<file path="src/rtl/braille_pkg.sv">
// Shared Braille definitions: widths, FSM states and the code-to-dots pattern table.
package braille_pkg;

  localparam int CODE_W = 4;
  localparam int DOT_W  = 6;
  localparam logic [CODE_W-1:0] CODE_INVALID = 4'hF;

  typedef enum logic [1:0] {
    IDLE = 2'd0,
    SHOW = 2'd1,
    GAP  = 2'd2
  } state_t;

  // bit0 = dot 1, matching the switch input of the decoder this block inverts
  function automatic logic [DOT_W-1:0] code2dots(input logic [CODE_W-1:0] code);
    logic [DOT_W-1:0] pattern;
    case (code)
      4'h0:    pattern = 6'b000001;
      4'h1:    pattern = 6'b000101;
      4'h2:    pattern = 6'b000011;
      4'h3:    pattern = 6'b001011;
      4'h4:    pattern = 6'b001001;
      4'h5:    pattern = 6'b000111;
      4'h6:    pattern = 6'b001111;
      4'h7:    pattern = 6'b001101;
      4'h8:    pattern = 6'b000110;
      4'h9:    pattern = 6'b001110;
      4'hA:    pattern = 6'b010101;
      4'hB:    pattern = 6'b011001;
      4'hC:    pattern = 6'b010111;
      4'hD:    pattern = 6'b010110;
      4'hE:    pattern = 6'b110001;
      default: pattern = 6'b000000;
    endcase
    return pattern;
  endfunction

endpackage

</file>
<file path="src/rtl/braille_encode_lut.sv">
// Combinational alphabet code -> Braille cell lookup with an invalid-code flag;
// also used by the switch checker to compare user input against the prompted cell.
module braille_encode_lut
  import braille_pkg::*;
(
  input  logic [CODE_W-1:0] code,
  output logic [DOT_W-1:0]  dots,
  output logic              invalid
);

  assign dots    = code2dots(code);
  assign invalid = (code == CODE_INVALID);

endmodule

</file>
<file path="src/rtl/alphabet2braille_display.sv">
// Displays one Braille cell per accepted code for HOLD_CYCLES, then blanks for GAP_CYCLES.
// Optional macro BRAILLE_TX_COUNT_EN adds an 8-bit letter_count of displayed valid codes.
module alphabet2braille_display
  import braille_pkg::*;
#(
  parameter int HOLD_CYCLES = 25_000_000,
  parameter int GAP_CYCLES  = 5_000_000
) (
  input  logic              clk,
  input  logic              rst,
  input  logic              letter_valid,
  input  logic [CODE_W-1:0] letter_in,
  output logic              letter_ready,
  output logic [DOT_W-1:0]  dots,
  output logic              showing,
  output logic              err
`ifdef BRAILLE_TX_COUNT_EN
  ,
  output logic [7:0]        letter_count
`endif
);

  localparam int MAX_HG = (HOLD_CYCLES > GAP_CYCLES) ? HOLD_CYCLES : GAP_CYCLES;
  localparam int MAX_C  = (MAX_HG > 2) ? MAX_HG : 2;
  localparam int CNT_W  = $clog2(MAX_C);
  localparam logic [CNT_W-1:0] HOLD_LOAD = CNT_W'(HOLD_CYCLES - 1);
  localparam logic [CNT_W-1:0] GAP_LOAD  = (GAP_CYCLES > 0) ? CNT_W'(GAP_CYCLES - 1) : '0;

  state_t             state_q, state_d;
  logic [CNT_W-1:0]   cnt_q, cnt_d;
  logic [DOT_W-1:0]   dots_q, dots_d;
  logic               showing_q, showing_d;
  logic               err_q, err_d;
  logic [DOT_W-1:0]   lut_dots;
  logic               lut_invalid;
  logic               accept;
`ifdef BRAILLE_TX_COUNT_EN
  logic [7:0]         count_q, count_d;
`endif

  braille_encode_lut u_lut (
    .code    (letter_in),
    .dots    (lut_dots),
    .invalid (lut_invalid)
  );

  assign letter_ready = (state_q == IDLE);
  assign accept       = letter_valid & letter_ready;

  always_comb begin
    state_d   = state_q;
    cnt_d     = cnt_q;
    dots_d    = dots_q;
    showing_d = showing_q;
    err_d     = 1'b0;
`ifdef BRAILLE_TX_COUNT_EN
    count_d   = count_q;
`endif
    case (state_q)
      IDLE: begin
        if (accept) begin
          if (lut_invalid) begin
            err_d = 1'b1;
          end else begin
            state_d   = SHOW;
            cnt_d     = HOLD_LOAD;
            dots_d    = lut_dots;
            showing_d = 1'b1;
`ifdef BRAILLE_TX_COUNT_EN
            count_d   = count_q + 8'd1;
`endif
          end
        end
      end
      SHOW: begin
        if (cnt_q == '0) begin
          // blanking starts on the same edge that ends the hold
          dots_d    = '0;
          showing_d = 1'b0;
          if (GAP_CYCLES == 0) begin
            state_d = IDLE;
          end else begin
            state_d = GAP;
            cnt_d   = GAP_LOAD;
          end
        end else begin
          cnt_d = cnt_q - 1'b1;
        end
      end
      GAP: begin
        if (cnt_q == '0) begin
          state_d = IDLE;
        end else begin
          cnt_d = cnt_q - 1'b1;
        end
      end
      default: begin
        state_d   = IDLE;
        dots_d    = '0;
        showing_d = 1'b0;
      end
    endcase
  end

  always_ff @(posedge clk or posedge rst) begin
    if (rst) begin
      state_q   <= IDLE;
      cnt_q     <= '0;
      dots_q    <= '0;
      showing_q <= 1'b0;
      err_q     <= 1'b0;
`ifdef BRAILLE_TX_COUNT_EN
      count_q   <= 8'd0;
`endif
    end else begin
      state_q   <= state_d;
      cnt_q     <= cnt_d;
      dots_q    <= dots_d;
      showing_q <= showing_d;
      err_q     <= err_d;
`ifdef BRAILLE_TX_COUNT_EN
      count_q   <= count_d;
`endif
    end
  end

  assign dots    = dots_q;
  assign showing = showing_q;
  assign err     = err_q;
`ifdef BRAILLE_TX_COUNT_EN
  assign letter_count = count_q;
`endif

endmodule

</file>
<file path="config.mk">
export PLATFORM = sky130hd
export DESIGN_NAME = alphabet2braille_display
export DESIGN_NICKNAME = d
export VERILOG_FILES = /design/src/rtl/braille_pkg.sv /design/src/rtl/braille_encode_lut.sv /design/src/rtl/alphabet2braille_display.sv
export SDC_FILE = /design/constraint.sdc
export NUM_CORES = 1
export LEC_CHECK = 0
export ABC_AREA = 1
export BUFFER_PORTS_ARGS = -buffer_cell sky130_fd_sc_hd__buf_2
export CAP_MARGIN = 20
export CORE_ASPECT_RATIO = 1.1
export CORE_MARGIN = 1
export CORE_UTILIZATION = 30
export CTS_BUF_LIST = sky130_fd_sc_hd__clkbuf_4
export DETAILED_ROUTE_END_ITERATION = 8
export GPL_ROUTABILITY_DRIVEN = 0
export PLACE_DENSITY = 0.49
export SLEW_MARGIN = 20
export SYNTH_ARGS = -nofsm -noshare
export SYNTH_HDL_FRONTEND = slang
export SYNTH_SLANG_ARGS = --single-unit
</file>
<file path="constraint.sdc">
create_clock -name clk -period 2.4 [get_ports clk]
set_input_delay 0 -clock clk [delete_from_list [all_inputs] [get_ports clk]]
set_output_delay 0 -clock clk [all_outputs]
set_load 0.01 [all_outputs]
</file>
* Word-level counts from Yosys, hierarchy flattened
Memories as Yosys holds them, arrays and structs flattened. Cells that the tools add are included.
Word-level totals: flip-flop bits (word level) 35, bits in read-only memories 96, output and inout bits 9, word-level logic and storage cells 44, memories kept 1
Memory list:
- (no name shown) | words 16, bits a word 6, read ports 1, clocked after Yosys merged registers in 0, write ports 0, line braille_pkg.sv:17 | case (code)
Cells by class: add/sub/neg operators 1, equal/unequal tests 8, mux-type cells 21, bitwise logic cells 2, reduce and logical (&&, ||, !) cells 6
Operators with widths (number):
- two-way mux 25 bit | 4
- case mux 25 bit (3 select lines) | 1
- logical NOT 25 bit | 1
- subtractor 25 x 1 -> 25 bit (second input constant) | 1
- two-way mux 6 bit | 3
- case mux 6 bit (3 select lines) | 1
- AND reduction 4 bit | 3
- two-way mux 2 bit | 4
- inequality test 2 bit (second input constant) | 4
- two-way mux 1 bit | 6
- case mux 2 bit (3 select lines) | 1
- == test 4 bit (second input constant) | 1
- case mux 1 bit (3 select lines) | 1
- nonzero test 3 bit | 1
- == test 2 x 1 -> 1 bit (second input constant) | 1
- == test 2 bit (second input constant) | 1
- logical NOT 2 bit | 1
- inequality test 2 x 1 -> 1 bit (second input constant) | 1
- AND 1 bit | 1
- inverter 1 bit | 1

* Logic depth before layout (Yosys ltp)
Gate-level depths: netlist (run 1).
depth in word-level cells 4, depth in mapped cells 12

* By module
Synthesis (run 1) repeated with hierarchy kept, for this count alone.
Unflattened totals: cells, all modules 360, area, all modules 2558.7 um^2
By module, submodules not included:
- alphabet2braille_display | instances 1, cells each 327, area each 2398.6 um^2, seq. area each 875.8 um^2
- braille_encode_lut | instances 1, cells each 33, area each 160.2 um^2, seq. area each 0.0 um^2

* Worst setup path after synthesis (run 1)
OpenSTA, ideal clock, no wires.
kind reg2reg, from register state_q[0], to register cnt_q[11], library setup time 0.124 ns, arrival time 1.661 ns, data required time 2.276 ns, slack 0.615 ns, stages on the path, launching flop included 11, path buffers 2, cell sequence dfrtp_1 inv_1 ha_1 buf_6 clkinv_1 nor2_1 nor3_4 nand3_1 nor2_2 buf_6 a21oi_2
Between the ends: cells in the longest elaborated chain, start to end 4, elaborated cells between the ends (all ways) 10, classes of those cells eq/ne (5); mux (1); bitwise (1); reduce/logical (3)
RTL lines:
- from (decl) | line alphabet2braille_display.sv:29 | state_t state_q, state_d;
- from (signal assigned) | line alphabet2braille_display.sv:116 | state_q <= state_d;
- logical NOT 2 bit (*) | line alphabet2braille_display.sv:47 | assign letter_ready = (state_q == IDLE);
- net letter_ready | line alphabet2braille_display.sv:13 | output logic letter_ready,
- AND 1 bit | line alphabet2braille_display.sv:48 | assign accept = letter_valid & letter_ready;
- inequality test 2 x 1 -> 1 bit (no line)
- AND reduction 4 bit (no line)
- to (signal assigned) | line alphabet2braille_display.sv:117 | cnt_q <= cnt_d;
- to (decl) | line alphabet2braille_display.sv:30 | logic [CNT_W-1:0] cnt_q, cnt_d;
The timed path passes the listed nets; every way through them passes the cells marked *. A chain may end at the register's enable or synchronous reset.

* Worst setup path after layout (run 1)
from register state_q[1], to register cnt_q[14]
Between the ends: cells in the longest elaborated chain, start to end 4, elaborated cells between the ends (all ways) 10, classes of those cells eq/ne (5); mux (1); bitwise (1); reduce/logical (3)
RTL lines (line):
- logical NOT 2 bit | alphabet2braille_display.sv:47, alphabet2braille_display.sv:59
- AND 1 bit | alphabet2braille_display.sv:48
- inequality test 2 x 1 -> 1 bit (no line)
- AND reduction 4 bit (no line)
Several ways; a longest one is shown, not always the timed one.

==> results.json, run 1 <==
{
  "status": "completed",
  "synth_ff_type": "dfrtp_1",
  "hpwl_um": 4630,
  "endpoint_kind": "flip-flop",
  "post_cts_buffers": 0,
  "place_area_mm2": 0.00265,
  "ys_types": 36,
  "seq_area_frac_synth_pct": 35.5,
  "dieArea_mm2": 0.00859,
  "hold_violations": 0,
  "synth_area_mm2": 0.00247,
  "start_util_pct": 31.0,
  "reg2reg_depth": 9,
  "grt_pass1_wl_um": 10400,
  "cp-start-kind": "flip-flop",
  "async_flop_share_pct": 100,
  "overflow": 0,
  "cts_resized": 0,
  "synth_edf_count": 0,
  "peakVddDrop_uv": 346,
  "clockBufferDepth": 2,
  "setup_viol": 0,
  "h-tree-depth": 2,
  "die_y_um": 97.1,
  "nets": 370,
  "cts_tree": "done",
  "crit_fanout": 11,
  "min_from": "letter_in[2]",
  "cts_hold_buf": 4,
  "fin_crit_sh_pct": 83.1,
  "crit_path_start": "state_q[1]$_DFFE_PP0P_",
  "numClockSinks": 35,
  "rows": 34,
  "fillers": 862,
  "grt_pass1_vias": 2208,
  "drive_gt1_share_pct": 21.7,
  "synth.area.top_cells": "dfrtp_1 (35%), nand2_1 (10%), nor2_1 (6.7%)",
  "slew_viol_final": 0,
  "wl_per_cell_um": 12.9,
  "antenna_cells": 0,
  "post_synth_most_frequent_cells": "nand2_1 (68), nor2_1 (44), dfrtp_1 (35), inv_1 (33), nand3_1 (24)",
  "drcViolationCount": 0,
  "synth_seq_cells": 35,
  "multi_input_area_mm2": 0.00138,
  "p_leak_nw": 1.24,
  "min_period_ns": 1.99,
  "cts-root-buf": "clkbuf_4",
  "cts_inserted_buffers": 5,
  "finClkSkew_ns": 0.0186,
  "worst_pin_slew_ns": 0.798,
  "first_iter_violations": 111,
  "syn-num-nets": 344,
  "syn2layout_area_growth_pct": 11.7,
  "stdcell_area_mm2": 0.00276,
  "vias_per_cell": 4.61,
  "synth.top_cell.area_share_pct": 35.5,
  "synth.avg_cell_area_um2": 7.52,
  "maxClockFrequency_mhz": 502,
  "grt_max_degree": 21,
  "regArea_um2": 876,
  "clock_latency_ns": 0.36,
  "vias": 2135,
  "ys_warn_count": 0,
  "rsz0062_at_grt": "false",
  "worst_ep_arrival_time_ns": 2.29,
  "path_clk_slew_ns": 0.14,
  "min_path_cells": 3,
  "slew_headroom_pct": 46.7,
  "postSynthCellCount": 328,
  "portBuffers": 15,
  "grt_use_total_pct": 15.6,
  "synth.most_common_cell": "nand2_1",
  "coreArea_mm2": 0.00796,
  "synth_largest_area_cell": "dfrtp_1",
  "ant_nets": 0,
  "r2r-start": "state_q[1]$_DFFE_PP0P_",
  "ioPinCount": 16,
  "worst-setup-path-type": "flip-flop to flip-flop",
  "drt-total-wl_um": 5970,
  "fin_tns_setup_ns": 0,
  "first_pass_iters": 4,
  "maxCapViolCount": 0,
  "hp-class": "input pin to flip-flop",
  "power.density_mw_per_mm2": 1060,
  "antenna_found_initial": 0,
  "crit_required_ns": 2.70,
  "fp.dieW_um": 88.5
}
## per-stage QoR
stage / hold WS [ns] / utilization [%] / instances / setup slack, ns / total power, mW
3_5_place_dp: 0.202 / 33.4 / 451 / 0.420 / 2.61
6_report: 0.0100 / 34.6 / 463 / 0.406 / 2.93
3_3_place_gp: 0.187 / 33.4 / 451 / 0.489 / 2.59
5_1_grt: 0.00718 / 34.6 / 463 / 0.140 / 3.24
2_1_floorplan: 0.119 / - / 328 / 0.615 / 2.24
4_1_cts: 0.000342 / 34.6 / 463 / 0.381 / 2.99
## layer usage
layer	wire length, um	track usage [%]
met1	2700	18.6
met2	3060	28.1
met3	111	2.46
met4	104	4.34
met5	0	0
## path summary, 6_finish.rpt
path	to	slack (ns)
setup / recovery	cnt_q[14]$_DFFE_PP0P_	0.41
hold / removal	dots[5]$_DFFE_PP0P_	0.01
setup reg to reg	cnt_q[14]$_DFFE_PP0P_	0.41
hold reg to reg	showing$_DFFE_PP0P_	0.50
max in group asynchronous	cnt_q[17]$_DFFE_PP0P_	1.43
min in group asynchronous	cnt_q[0]$_DFFE_PP0P_	0.31
## placed cells by master, fill, tap and decap left out, drive strengths merged, types with 8 or more instances in the layout
cell / n
a21oi: 24
buf: 21
dfrtp: 35
ha: 9
inv: 36
nand2: 74
nand3: 25
nand4: 8
nor2: 65
o21ai: 22
## power by group
part           switching (mW)  leakage [nW]  total (mW)  internal (mW)
Clock                   0.235        0.0278       0.353          0.117
Combinational            1.01         0.795        1.58          0.562
Sequential              0.218         0.420        1.00          0.784
## final cells by class
class | instances | area share [%]
Sequential cell | 35 | 31.8
Timing Repair Buffer | 25 | 5.81
Clock buffer | 5 | 1.36
Clock inverter | 3 | 0.863
Tap cell | 108 | 4.90
Multi-Input combinational cell | 251 | 50.2
Inverter | 36 | 5.09
## sequential cells by signal, summed over array words and instances, names as in the netlist
| register | cells |
|---|---|
| cnt_q | 25 |
| dots | 6 |
| state_q | 2 |
| err | 1 |
| showing | 1 |
## critical path, stage by stage (launching register included)
cell      delay (ns)
dfrtp_1         0.43
inv_1           0.10
ha_1            0.36
clkinv_1        0.18
nor2_1          0.25
nor3_4          0.10
nand3_1         0.13
nor2_2          0.05
buf_4           0.20
a21oi_1         0.13
## kinds of logic after synthesis
logic type | after synthesis | share of synthesized area (%)
adders and majority gates | 9 | 4.56
xor gates and xnor gates | 8 | 2.84
buffers and inverters | 42 | 8.47
AOI/OAI and AO/OA | 52 | 12.9
DFF | 35 | 35.5
and+or+nand+nor | 182 | 35.7
Note: power is estimated with default switching activity, not from simulation.
==> run 2, diff against run 1 <==
clock period = 1.85 ns   (was 2.4 ns; I/O delays follow)
==> results.json, run 2 (same netlist as run 1, synthesis figures left out) <==
{
  "vias_per_cell": 4.69,
  "cts_inserted_buffers": 5,
  "cpPeakStageDelay_ns": 0.40,
  "largest_reg_flops": 25,
  "pre_cts_ws_ns": -0.261,
  "setup_viol": 0,
  "grt_use_total_pct": 15.7,
  "worst_ep_arrival_time_ns": 2.00,
  "vias": 2266,
  "nets": 390,
  "cts-root-buf": "clkbuf_4",
  "rows": 34,
  "reg2reg_depth": 12,
  "hold_violations": 0,
  "crit_fanout": 8,
  "mostFrequentLayoutCells": "nand2_1 (66), nor2_1 (40), dfrtp_1 (35)",
  "first_iter_violations": 84,
  "cts_tree": "done",
  "slew_headroom_pct": 68.7,
  "start_util_pct": 31.0,
  "numClockSinks": 35,
  "final_common_cell": "nand2_1",
  "final_util_pct": 38.3,
  "crit_slowest_cell": "dfrtp_1",
  "power.density_mw_per_mm2": 1470,
  "power_mw": 4.47,
  "drive_gt1_share_pct": 30.4,
  "setup_slack_ns": 0.0858,
  "die_y_um": 97.1,
  "regMostFlops": "cnt_q",
  "h-tree-depth": 2,
  "grt_max_degree": 36,
  "maxClockFrequency_mhz": 567,
  "slew_viol_final": 0,
  "dieArea_mm2": 0.00859,
  "portBuffers": 15,
  "hp-class": "input pin to flip-flop",
  "status": "completed",
  "worst-setup-path-type": "flip-flop to flip-flop",
  "endpoint_kind": "flip-flop",
  "fp.dieW_um": 88.5,
  "ant_nets": 0,
  "grt_pass1_wl_um": 10600,
  "min_path_cells": 4,
  "crit_required_ns": 2.08,
  "clockBufferDepth": 2,
  "peakVddDrop_uv": 963,
  "min_period_ns": 1.76,
  "coreArea_mm2": 0.00796,
  "placed_cells": 468,
  "antenna_cells": 0,
  "drcViolationCount": 0,
  "instances_no_fill": 483,
  "ioPinCount": 16,
  "clock_latency_ns": 0.34,
  "syn2layout_area_growth_pct": 23.3,
  "rsz0062_at_grt": "true",
  "wl_per_cell_um": 12.7,
  "fin_crit_sh_pct": 95.4,
  "hpwl_um": 4630,
  "maxCapViolCount": 0,
  "cp_cell_sequence": "inv_1, ha_4, inv_2, nor2_1, nand2_1, nor2_2, nand4_2, nand3_2, buf_6, clkinvlp_4, nand2_2, o21ai_2",
  "overflow": 0,
  "cp-start-kind": "flip-flop",
  "fin_tns_setup_ns": 0,
  "antenna_found_initial": 0,
  "finClkSkew_ns": 0.0130,
  "worst_pin_slew_ns": 0.470,
  "drt-total-wl_um": 6160,
  "p_leak_nw": 1.36,
  "path_clk_slew_ns": 0.13,
  "grt_pass1_vias": 2282,
  "first_pass_iters": 4
}
==> run 2: cell count changes in the layout (fill, tap and decap cells not counted), moves of 3 or more <==
cell and change:
buf_4 +16, nor2_1 -4, buf_6 +3, inv_1 -3, inv_2 +3, nor2_4 +3
==> run 2: worst max-delay path, delay by kind of cell (launching register included) <==
family,cells,cell delay [ns]
buffers and inverters,4,0.41
AOI/OAI and AO/OA,1,0.05
and+or+nand+nor,6,0.64
DFF,1,0.40
adders and majority gates,1,0.14
==> run 2: timing repair <==
action,in CTS,in global routing
pin swaps,1,9
hold buffers,4,0
resized for setup,3,26
buffers inserted,1,2
setup endpoints to repair,13,22
hold endpoints to repair,37,0
==> run 2: area by class of cell <==
type,instances,area [um2]
clock buffers,5,37.5
clock inverters,3,38.8
fillers,878,4910
inverters,36,144
multi-input cells,251,1480
flip-flops and latches,35,876
well taps,108,135
repair buffers,45,334
==> run 2: per-layer routing <==
layer  global-route usage, %  vias to the layer above  share of wire, %
li1                        -                     1164                 -
met2                    28.3                       31                52
met5                       0                        -                 0
met4                    3.72                        0               1.2
met1                    19.1                     1062                45
met3                    2.55                        9               2.2
==> run 2: path summary, 6_finish.rpt <==
path	start	endpoint	slack [ns]
min reg2reg	dots[1]$_DFFE_PP0P_	dots[1]$_DFFE_PP0P_	0.50
min in group asynchronous	rst	cnt_q[3]$_DFFE_PP0P_	0.30
max reg2reg	cnt_q[1]$_DFFE_PP0P_	cnt_q[8]$_DFFE_PP0P_	0.09
min	letter_in[0]	dots[3]$_DFFE_PP0P_	0.02
max in group asynchronous	rst	cnt_q[13]$_DFFE_PP0P_	1.22
max	cnt_q[1]$_DFFE_PP0P_	cnt_q[8]$_DFFE_PP0P_	0.09
==> run 2: where the power goes <==
| group | internal, mW | leakage [nW] | switching, mW | total, mW |
|---|---|---|---|---|
| Combinational | 1.09 | 0.894 | 1.59 | 2.68 |
| Clock | 0.278 | 0.0426 | 0.284 | 0.562 |
| Sequential | 1.02 | 0.420 | 0.210 | 1.23 |
| Total | 2.39 | 1.36 | 2.09 | 4.47 |
==> run 2: per-stage QoR <==
stage                     instance area [um2]  hold WS, ns
after floorplan                          2470        0.119
after global placement                   2780        0.142
after detailed placement                 2780        0.151
after CTS                                2930      0.00738
after global routing                     3040       0.0490
final                                    3040       0.0215
